==> config.mk <==
export PLATFORM = sky130hd
export DESIGN_NAME = yutorina_bus_mem_ctrl
export DESIGN_NICKNAME = d
export VERILOG_FILES = /design/src/rtl/yutorina_bus_mem_ctrl_pkg.sv /design/src/rtl/yutorina_mem_lane.sv /design/src/rtl/yutorina_bus_mem_ctrl.sv
export SDC_FILE = /design/constraint.sdc
export NUM_CORES = 1
export LEC_CHECK = 0
export ABC_CLOCK_PERIOD_IN_PS = 3050
export CORE_MARGIN = 5
export CORE_UTILIZATION = 40
export CTS_CLUSTER_DIAMETER = 200
export DETAILED_ROUTE_END_ITERATION = 6
export PLACE_DENSITY = 0.76
export REMOVE_ABC_BUFFERS = 1
export SLEW_MARGIN = 0
export SYNTH_ARGS = -nofsm -noshare
export SYNTH_HDL_FRONTEND = slang
export SYNTH_SLANG_ARGS = --single-unit
==> constraint.sdc <==
create_clock -name clk -period 3.05 [get_ports clk]
set_clock_uncertainty 0.2 [all_clocks]
set_input_delay 0.305 -clock clk [delete_from_list [all_inputs] [get_ports clk]]
set_output_delay 0.305 -clock clk [all_outputs]
set_load 0.02 [all_outputs]
==> src/rtl/yutorina_bus_mem_ctrl_pkg.sv <==
// Shared encodings for the MEM-stage bus controller: memory ops,
// misalignment codes, bus direction and controller FSM states.
package yutorina_bus_mem_ctrl_pkg;

    typedef enum logic [3:0] {
        OP_NOP  = 4'd0,
        OP_R_B  = 4'd1,
        OP_R_BU = 4'd2,
        OP_R_H  = 4'd3,
        OP_R_HU = 4'd4,
        OP_R_W  = 4'd5,
        OP_W_B  = 4'd6,
        OP_W_H  = 4'd7,
        OP_W_W  = 4'd8
    } mem_op_e;

    localparam logic [1:0] MISS_ALIGN_NONE  = 2'd0;
    localparam logic [1:0] MISS_ALIGN_LOAD  = 2'd1;
    localparam logic [1:0] MISS_ALIGN_STORE = 2'd2;

    localparam logic READ  = 1'b1;
    localparam logic WRITE = 1'b0;

    typedef enum logic [1:0] {
        ST_IDLE = 2'd0,
        ST_BUS  = 2'd1,
        ST_DONE = 2'd2
    } state_e;

    function automatic logic is_load(input logic [3:0] op);
        return (op == OP_R_B) || (op == OP_R_BU) || (op == OP_R_H) ||
               (op == OP_R_HU) || (op == OP_R_W);
    endfunction

    function automatic logic is_store(input logic [3:0] op);
        return (op == OP_W_B) || (op == OP_W_H) || (op == OP_W_W);
    endfunction

    function automatic logic is_byte(input logic [3:0] op);
        return (op == OP_R_B) || (op == OP_R_BU) || (op == OP_W_B);
    endfunction

    function automatic logic is_half(input logic [3:0] op);
        return (op == OP_R_H) || (op == OP_R_HU) || (op == OP_W_H);
    endfunction

    function automatic logic is_word(input logic [3:0] op);
        return (op == OP_R_W) || (op == OP_W_W);
    endfunction

endpackage

==> src/rtl/yutorina_mem_lane.sv <==
// Byte-lane steering: byte enables and replicated store data on the way out,
// lane extraction plus sign/zero extension on the way in.
module yutorina_mem_lane
    import yutorina_bus_mem_ctrl_pkg::*;
#(
    parameter int DATA_W = 32,
    localparam int BE_W  = DATA_W / 8,
    localparam int OFS_W = $clog2(BE_W)
) (
    input  logic [3:0]        op,
    input  logic [OFS_W-1:0]  ofs,
    input  logic [DATA_W-1:0] st_data,
    input  logic [DATA_W-1:0] r_data,
    output logic [BE_W-1:0]   be,
    output logic [DATA_W-1:0] wr_data,
    output logic [DATA_W-1:0] ld_data
);

    logic [15:0] lane_lo;

    always_comb begin
        // Only the low halfword of the shifted word is ever needed.
        lane_lo = 16'(r_data >> {ofs, 3'b000});
        be      = '0;
        wr_data = st_data;
        ld_data = '0;
        if (is_byte(op)) begin
            be      = BE_W'(1) << ofs;
            wr_data = {BE_W{st_data[7:0]}};
            ld_data = (op == OP_R_B) ? {{(DATA_W-8){lane_lo[7]}}, lane_lo[7:0]}
                                     : {{(DATA_W-8){1'b0}}, lane_lo[7:0]};
        end else if (is_half(op)) begin
            be      = BE_W'(3) << ofs;
            wr_data = {(BE_W/2){st_data[15:0]}};
            ld_data = (op == OP_R_H) ? {{(DATA_W-16){lane_lo[15]}}, lane_lo}
                                     : {{(DATA_W-16){1'b0}}, lane_lo};
        end else if (is_word(op)) begin
            be      = '1;
            ld_data = r_data;
        end
    end

endmodule

==> src/rtl/yutorina_bus_mem_ctrl.sv <==
// MEM-stage controller: issues one wait-state bus cycle per aligned load/store,
// stalls the pipeline until ready (or timeout) and flags misaligned accesses.
module yutorina_bus_mem_ctrl
    import yutorina_bus_mem_ctrl_pkg::*;
#(
    parameter int DATA_W  = 32,
    parameter int ADDR_W  = 30,
    parameter int TIMEOUT = 255,
    localparam int BE_W   = DATA_W / 8,
    localparam int OFS_W  = $clog2(BE_W)
) (
    input  logic              clk,
    input  logic              reset_,
    input  logic              ex_en_,
    input  logic [3:0]        ex_mem_op,
    input  logic [DATA_W-1:0] ex_out,
    input  logic [DATA_W-1:0] ex_st_data,
    input  logic              bus_rdy_,
    input  logic [DATA_W-1:0] bus_r_data,
    output logic              bus_as_,
    output logic              bus_rw,
    output logic [ADDR_W-1:0] bus_addr,
    output logic [DATA_W-1:0] bus_wr_data,
    output logic [BE_W-1:0]   bus_be,
    output logic [DATA_W-1:0] out,
    output logic [1:0]        miss_align,
    output logic              bus_err,
    output logic              stall
);

    localparam int CNT_W = (TIMEOUT > 0) ? $clog2(TIMEOUT + 1) : 1;
    localparam logic [CNT_W-1:0] CNT_LAST = CNT_W'((TIMEOUT > 0) ? TIMEOUT - 1 : 0);

    state_e              state_q, state_d;
    logic [ADDR_W-1:0]   addr_q, addr_d;
    logic [BE_W-1:0]     be_q, be_d;
    logic                rw_q, rw_d;
    logic [DATA_W-1:0]   wr_data_q, wr_data_d;
    logic [3:0]          op_q, op_d;
    logic [OFS_W-1:0]    ofs_q, ofs_d;
    logic [CNT_W-1:0]    cnt_q, cnt_d;
    logic [DATA_W-1:0]   rd_q, rd_d;
    logic                err_q, err_d;

    logic [OFS_W-1:0]    ofs;
    logic                ld_req, st_req, req, mis, go;
    logic [BE_W-1:0]     st_be;
    logic [DATA_W-1:0]   st_wr_data, ld_data;
    logic [BE_W-1:0]     ld_be_unused;
    logic [DATA_W-1:0]   ld_wd_unused, st_ld_unused;

    yutorina_mem_lane #(.DATA_W(DATA_W)) u_st_lane (
        .op      (ex_mem_op),
        .ofs     (ofs),
        .st_data (ex_st_data),
        .r_data  ('0),
        .be      (st_be),
        .wr_data (st_wr_data),
        .ld_data (st_ld_unused)
    );

    yutorina_mem_lane #(.DATA_W(DATA_W)) u_ld_lane (
        .op      (op_q),
        .ofs     (ofs_q),
        .st_data ('0),
        .r_data  (bus_r_data),
        .be      (ld_be_unused),
        .wr_data (ld_wd_unused),
        .ld_data (ld_data)
    );

    always_comb begin
        ofs    = ex_out[OFS_W-1:0];
        ld_req = is_load(ex_mem_op);
        st_req = is_store(ex_mem_op);
        req    = !ex_en_ && (ld_req || st_req);
        mis    = 1'b0;
        if (is_half(ex_mem_op))
            mis = ex_out[0];
        else if (is_word(ex_mem_op))
            mis = (ofs != '0);
        go = (state_q == ST_IDLE) && req && !mis;
    end

    always_ff @(posedge clk) begin
        if (!reset_)
            state_q <= ST_IDLE;
        else
            state_q <= state_d;
    end

    always_comb begin
        state_d = state_q;
        case (state_q)
            ST_IDLE: if (go) state_d = ST_BUS;
            ST_BUS: begin
                if (!bus_rdy_)
                    state_d = ST_DONE;
                else if ((TIMEOUT != 0) && (cnt_q == CNT_LAST))
                    state_d = ST_DONE;
            end
            ST_DONE: state_d = ST_IDLE;
            default: state_d = ST_IDLE;
        endcase
    end

    always_comb begin
        addr_d    = addr_q;
        be_d      = be_q;
        rw_d      = rw_q;
        wr_data_d = wr_data_q;
        op_d      = op_q;
        ofs_d     = ofs_q;
        cnt_d     = cnt_q;
        rd_d      = rd_q;
        err_d     = err_q;
        case (state_q)
            ST_IDLE: begin
                if (go) begin
                    addr_d    = ex_out[OFS_W +: ADDR_W];
                    be_d      = st_be;
                    rw_d      = ld_req ? READ : WRITE;
                    wr_data_d = st_wr_data;
                    op_d      = ex_mem_op;
                    ofs_d     = ofs;
                    cnt_d     = '0;
                end
            end
            ST_BUS: begin
                if (!bus_rdy_) begin
                    if (rw_q == READ)
                        rd_d = ld_data;
                end else if ((TIMEOUT != 0) && (cnt_q == CNT_LAST)) begin
                    err_d = 1'b1;
                    rd_d  = '0;
                end else if (cnt_q != {CNT_W{1'b1}}) begin
                    cnt_d = cnt_q + 1'b1;
                end
            end
            ST_DONE: err_d = 1'b0;
            default: ;
        endcase
    end

    always_ff @(posedge clk) begin
        if (!reset_) begin
            addr_q    <= '0;
            be_q      <= '0;
            rw_q      <= READ;
            wr_data_q <= '0;
            op_q      <= OP_NOP;
            ofs_q     <= '0;
            cnt_q     <= '0;
            rd_q      <= '0;
            err_q     <= 1'b0;
        end else begin
            addr_q    <= addr_d;
            be_q      <= be_d;
            rw_q      <= rw_d;
            wr_data_q <= wr_data_d;
            op_q      <= op_d;
            ofs_q     <= ofs_d;
            cnt_q     <= cnt_d;
            rd_q      <= rd_d;
            err_q     <= err_d;
        end
    end

    always_comb begin
        bus_as_     = (state_q != ST_BUS);
        bus_rw      = rw_q;
        bus_addr    = addr_q;
        bus_be      = be_q;
        bus_wr_data = wr_data_q;
        bus_err     = (state_q == ST_DONE) && err_q;
        stall       = (state_q == ST_BUS) || go;
        miss_align  = MISS_ALIGN_NONE;
        out         = ex_out;
        if ((state_q == ST_IDLE) && req && mis) begin
            miss_align = ld_req ? MISS_ALIGN_LOAD : MISS_ALIGN_STORE;
            out        = '0;
        end else if ((state_q == ST_DONE) && (rw_q == READ)) begin
            out = rd_q;
        end
    end

endmodule

* Word level (Yosys, flattened, before mapping)
Index checks and enable logic that the tools add are counted.
Storage, ports and cells: output and inout port bits 104, ROM bits 0, register bits after elaboration 116, input port bits 104, bits in writable memories 0, latch bits 0, memories 0
Operators by class: muxes and demuxes 32, $lt $le $gt $ge 0, reduce and logical (&&, ||, !) cells 35, bitwise gates (word level) 0, div/mod/pow operators 0, shift operators 3, equality and inequality tests 28, $add $sub $neg 1, multiply operators 0
Operators by type and width (count):
- 32-bit two-way mux | 12
- 4-bit by 3-bit equality test with 1-bit output, second input constant | 8
- 8-bit two-way mux | 4
- 32-bit by 5-bit right shift with 16-bit output | 1
- 1-bit logical OR | 17
- 4-bit by 2-bit equality test with 1-bit output, second input constant | 4
- 8-bit case mux with 2 select lines | 1
- 4-bit two-way mux | 3
- 2-bit two-way mux | 5
- 2-bit inequality test, second input constant | 5
- 8-bit by 1-bit adder with 8-bit output, second input constant | 1
- 4-bit by 1-bit equality test with 1-bit output, second input constant | 2
- 4-bit equality test, second input constant | 2
- 8-bit equality test, second input constant | 1
- 8-bit inequality test, second input constant | 1
- 2-bit nonzero test | 4
- 1-bit logical AND | 6
- 3-bit AND reduction | 2
- 1-bit two-way mux | 5
- 5-bit AND reduction | 1
- 2-bit by 1-bit inequality test with 1-bit output, second input constant | 2
- 2-bit case mux with 2 select lines | 1
- 2-bit AND reduction | 2
- 1-bit by 2-bit left shift with 4-bit output, first input constant | 1
- 7 further kinds | 8

* Longest topological paths before layout
depth after elaboration 11, mapped depth 8, depth with buffers taken out 6

* By module
Synthesis repeated with hierarchy kept, for this count alone.
Second synthesis, totals: cells, all modules 1044, area, all modules 8131.5 um^2
Modules (own cells, without submodules):
- yutorina_bus_mem_ctrl | times used 1, area each 4895.9 um^2, cells each 626, sequential area each 2322.2 um^2
- yutorina_mem_lane | times used 2, area each 1617.8 um^2, cells each 209, sequential area each 0.0 um^2

* Worst setup path before layout
No wires, ideal clock.
path kind input to output, from input ex_mem_op[0], to output miss_align[1], arrival 1.829 ns, stages on the path 5, path slack 0.716 ns, buffers on the path 1, required time 2.545 ns, cells stage by stage or4b_1 -> o22a_1 -> buf_2 -> a21oi_2 -> nor2b_1
Between the ends: word-level cells in the longest chain between the ends 10, elaborated cells between the ends (all ways) 25, those cells by class 8 x eq/ne; 4 x mux; 13 x reduce/logical
Ends and longest elaborated chain:
- from (decl) | RTL line yutorina_bus_mem_ctrl.sv:15 | input logic [3:0] ex_mem_op,
- 4-bit by 1-bit equality test with 1-bit output or 4-bit by 2-bit equality test with 1-bit output (tied branches) | RTL line yutorina_bus_mem_ctrl_pkg.sv:31 | return (op == OP_R_B) || (op == OP_R_BU) || (op == OP_R_H) ||
- 1-bit logical OR (3 in series) | RTL line yutorina_bus_mem_ctrl_pkg.sv:31
- 1-bit logical OR | RTL line yutorina_bus_mem_ctrl_pkg.sv:32 | (op == OP_R_HU) || (op == OP_R_W);
- 1-bit logical OR | RTL line yutorina_bus_mem_ctrl.sv:76 | req = !ex_en_ && (ld_req || st_req);
- 1-bit logical AND | RTL line yutorina_bus_mem_ctrl.sv:76
- 1-bit logical AND (2 in series) | RTL line yutorina_bus_mem_ctrl.sv:179 | if ((state_q == ST_IDLE) && req && mis) begin
- 2-bit two-way mux (*) | RTL line yutorina_bus_mem_ctrl.sv:179
- to (decl) | RTL line yutorina_bus_mem_ctrl.sv:26 | output logic [1:0] miss_align,
Mark *: on every way between the ends. The rest lies on a longest branch, timed or not.

* Worst setup path in the final report
from input ex_mem_op[2], to output out[9]
Between the ends: word-level cells in the longest chain between the ends 10, elaborated cells between the ends (all ways) 24, those cells by class 8 x eq/ne; 3 x mux; 13 x reduce/logical
Ends and longest elaborated chain:
- 4-bit by 1-bit equality test with 1-bit output or 4-bit by 2-bit equality test with 1-bit output (tied branches) | RTL line yutorina_bus_mem_ctrl_pkg.sv:31
- 1-bit logical OR (3 in series) | RTL line yutorina_bus_mem_ctrl_pkg.sv:31
- 1-bit logical OR | RTL line yutorina_bus_mem_ctrl_pkg.sv:32
- 1-bit logical OR | RTL line yutorina_bus_mem_ctrl.sv:76
- 1-bit logical AND | RTL line yutorina_bus_mem_ctrl.sv:76
- 1-bit logical AND | RTL line yutorina_bus_mem_ctrl.sv:179
- 1-bit logical AND (*) | RTL line yutorina_bus_mem_ctrl.sv:179
- 32-bit two-way mux (*) | RTL line yutorina_bus_mem_ctrl.sv:179
- to (decl) | RTL line yutorina_bus_mem_ctrl.sv:25 | output logic [DATA_W-1:0] out,
Marks and branches as above.

==> metrics.md <==
| Metric | Value |
|---|---|
| Status | `finished clean` |
| Synth top area share | `0.336` |
| R2R Setup Slk | `690 ps` |
| Post-synthesis simple-gate area fraction | `0.207` |
| Worst hold path endpoint | `bus_wr_data[23]` |
| Placer Congestion | `0.902` |
| Clock group share of total power | `0.408` |
| Pwr dens | `466 nW/um2` |
| GRT Overall Usage | `0.219` |
| Wire per inst | `17.7 um` |
| Unique masters post-synth | `69` |
| Critical path's top delay family | `buffers and inverters` |
| Place WS | `-149 ps` |
| Worst Hold Depth | `2` |
| Synth Warn # | `0` |
| Main combinational cell family by area after synthesis | `compound AO/OA/AOI/OAI gates` |
| Final Cycle Share | `0.972` |
| Reg clk slew, reported paths | `50 ps` |
| Area contributors post-synth | `dfxtp_1, mux2i_1, nand2_1, a21oi_1, mux4_2` |
| CP Cell Sequence | `clkdlybuf4s50_1, or3b_1, a211o_1, a21oi_4, buf_12, a21oi_1, dlygate4sd2_1` |
| Maximum fanout along the worst path | `32` |
| Max_slew headroom | `0.518` |
| Root buffer cell | `clkbuf_16` |
| Measured slew at the worst slew-check pin | `716 ps` |
| Skew-Pair Late Insertion Delay | `420 ps` |
| Die ar. | `20000 um2` |
| Mux share of post-synthesis cell area | `0.144` |
| Flop pwr share | `0.358` |
| Cells after synthesis | `834` |
| Detailed Route WL | `22.4 mm` |
| Max VDD drop | `390 uV` |
| Vias | `7139` |
| Post-route ant nets | `0` |
| CP Buf/Inv Count | `3` |
| Fmax | `337 MHz` |
| Compound-Gate Fraction of Synth Area | `0.241` |
| Synthesized cell area | `6920 um2` |
| Largest net degree at the start of global routing | `96` |
| Data required, critical path | `2540 ps` |
| Number of buffers created by CTS | `17` |
| CORE AREA | `17100 um2` |
| Synth Area in Adders | `0.0108` |
| XOR/XNOR Fraction of Synth Area | `0.00253` |
| Final setup fails | `0` |
| Clock net sink count | `116` |
| Via/cell ratio | `5.64` |
| Die height | `142 um` |
| CP Capture Type | `output pin` |
| Iteration-0 DRC Markers | `516` |
| Diodes inserted | `0` |
| Psw | `1360 uW` |
| Top_reg_cell synth | `dfxtp_1` |
| CTS tree | `yes` |
| Clock Tree Buf Depth | `2` |
| Syn Area/Cell | `8.30 um2` |
| TNS Setup | `0 ps` |
| Class of the worst hold path | `in -> reg` |
| RSZ-0062 raised after global routing | `yes` |
| Asr flop ratio synth | `0` |
| DIE WIDTH | `142 um` |
| Comb pwr share | `0.233` |
| #FFs+latches synth | `116` |
| CP arrival | `2460 ps` |
| Core Rows | `48` |
| Crit path kind | `in -> out` |
| Dominant cell by count in the synthesized netlist | `nand2_1` |
| Cell taking the most area after synthesis | `dfxtp_1` |
| Reg2reg end | `rd_q[14]` |
| Min-delay src | `reset_` |
| Area of the multi-input gates | `4210 um2` |
| Sequential Area | `2320 um2` |
| Critical register-to-register path startpoint | `cnt_q[0]` |
| # DRC | `0` |
| Leak pwr | `0.00377 uW` |
| Max-slew violations | `0` |
| GRT Residual Overflow | `0` |
| Initial Util | `0.404` |
| H-Tree Depth | `4` |
| Nets | `1138` |
| Hold Worst Slack | `145 ps` |
| Int Pwr | `3230 uW` |
| Final setup margin | `86.1 ps` |
| Post-CTS Setup Repair Bufs | `0` |
| Power, Total | `4590 uW` |
| Initial antenna violation count | `0` |
| First-pass GRT wire length | `36.0 mm` |
| Layout cell share with drive strength beyond 1 | `0.117` |
| Port bufs | `207` |
| Post-synthesis sequential area ratio | `0.336` |
| Switching Fraction | `0.297` |
| Area delta synth->final | `42.4%` |
| Final Hold Fails | `0` |
| Final core occ | `0.576` |
| Fill cells | `1541` |
| IO Count | `208` |
| Vias in the first global route | `6944` |
| Synth top cells by count | `nand2_1, dfxtp_1, mux2i_1` |
| Crit start category | `primary input` |
| Post-synth EDFFs | `0` |
| Reg2Reg Depth | `7` |
| Fin crit period | `2960 ps` |
| Post-DP HPWL | `16.3 mm` |
| Max-Cap Viols | `0` |
| Max incr delay on CP | `570 ps` |
| Total iterations of the first detailed-routing run | `5` |
| Slowest CP cell | `clkdlybuf4s50_1` |
==> cell families after synthesis <==
kind of cell             count (synthesis)
adder cells (fa/ha/maj)                  6
AND/OR/NAND/NOR                        295
buffers and inverters                   89
XOR/XNOR                                 2
multiplexers                            88
AO/OA/AOI/OAI                          238
flip-flops                             116
==> state kept, by name, indices dropped and copies added (netlist names), 2 cells and up <==
name / cells
ofs_q: 2
rd_q: 32
bus_wr_data: 32
state_q: 2
bus_addr: 30
bus_be: 4
op_q: 4
cnt_q: 8
==> placed cells by master, fill, tap and decap left out, types with 14 or more instances in the layout <==
cell / Yosys / layout
buf_4: 10 / 38
nand2_1: 172 / 172
dfxtp_1: 116 / 116
mux2_2: 14 / 14
a22oi_1: 22 / 22
mux2i_1: 66 / 66
o21bai_1: 14 / 14
nor2_1: 15 / 15
clkdlybuf4s50_1: 0 / 169
a211oi_1: 15 / 15
clkbuf_16: 0 / 17
o31ai_1: 23 / 23
dlygate4sd2_1: 0 / 34
nand3_1: 25 / 25
a21oi_1: 59 / 58
o21ai_0: 23 / 23
==> worst max path at each step <==
stage | startpoint | end | depth (start not counted)
2_1_floorplan | ex_out[0] | bus_be[0] | 6
3_3_place_gp | ex_mem_op[0] | out[6] | 7
3_5_place_dp | ex_mem_op[0] | out[17] | 8
4_1_cts | ex_mem_op[1] | stall | 8
5_1_grt | ex_mem_op[2] | out[20] | 8
6_report | ex_mem_op[2] | out[9] | 7
==> power groups by stage <==
stage / clock, uW / sequential [uW] / combinational [uW]
after CTS: 1910 / 1640 / 1070
final: 1870 / 1650 / 1070
after detailed placement: 0 / 1680 / 1090
after global routing: 1980 / 1660 / 1150
after floorplan: 0 / 1750 / 462
after global placement: 0 / 1680 / 1080
==> what timing repair did <==
| action | 4_1_cts | 5_1_grt |
|---|---|---|
| endpoints found under the setup margin | 34 | 20 |
| hold buffers | 0 | 0 |
| gates resized for setup | 34 | 5 |
| cloned | 0 | 0 |
==> stage by stage <==
step                      instance area [um2]  instances
after global placement                   9320       1234
final                                    9850       1265
after detailed placement                 9320       1234
after global routing                     9850       1265
after floorplan                          6560        758
after CTS                                9840       1265
==> metal layers <==
metal / vias up / GRT usage / wire length, um
li1: 3454 / - / -
met1: 3361 / 0.284 / 9700
met2: 304 / 0.356 / 10400
met3: 20 / 0.0701 / 2050
met4: 0 / 0.0556 / 275
met5: - / 0 / 0
==> worst reg2reg max path: cells and delay by family (launching register included) <==
kind	cells	cell delay, ps
AOI/OAI and AO/OA	1	260
and+or+nand+nor	3	900
buffers and inverters	2	310
DFF	1	410
adders and majority gates	1	220
==> layout make-up <==
cell class | instances | area share
inverter | 13 | 0.00495
sequential | 116 | 0.236
clock buffer | 17 | 0.0432
multi-input combinational | 629 | 0.427
timing repair buffer | 251 | 0.247
tap | 225 | 0.0286
clock inverter | 14 | 0.0135
Power figures use the tool's default switching activity.
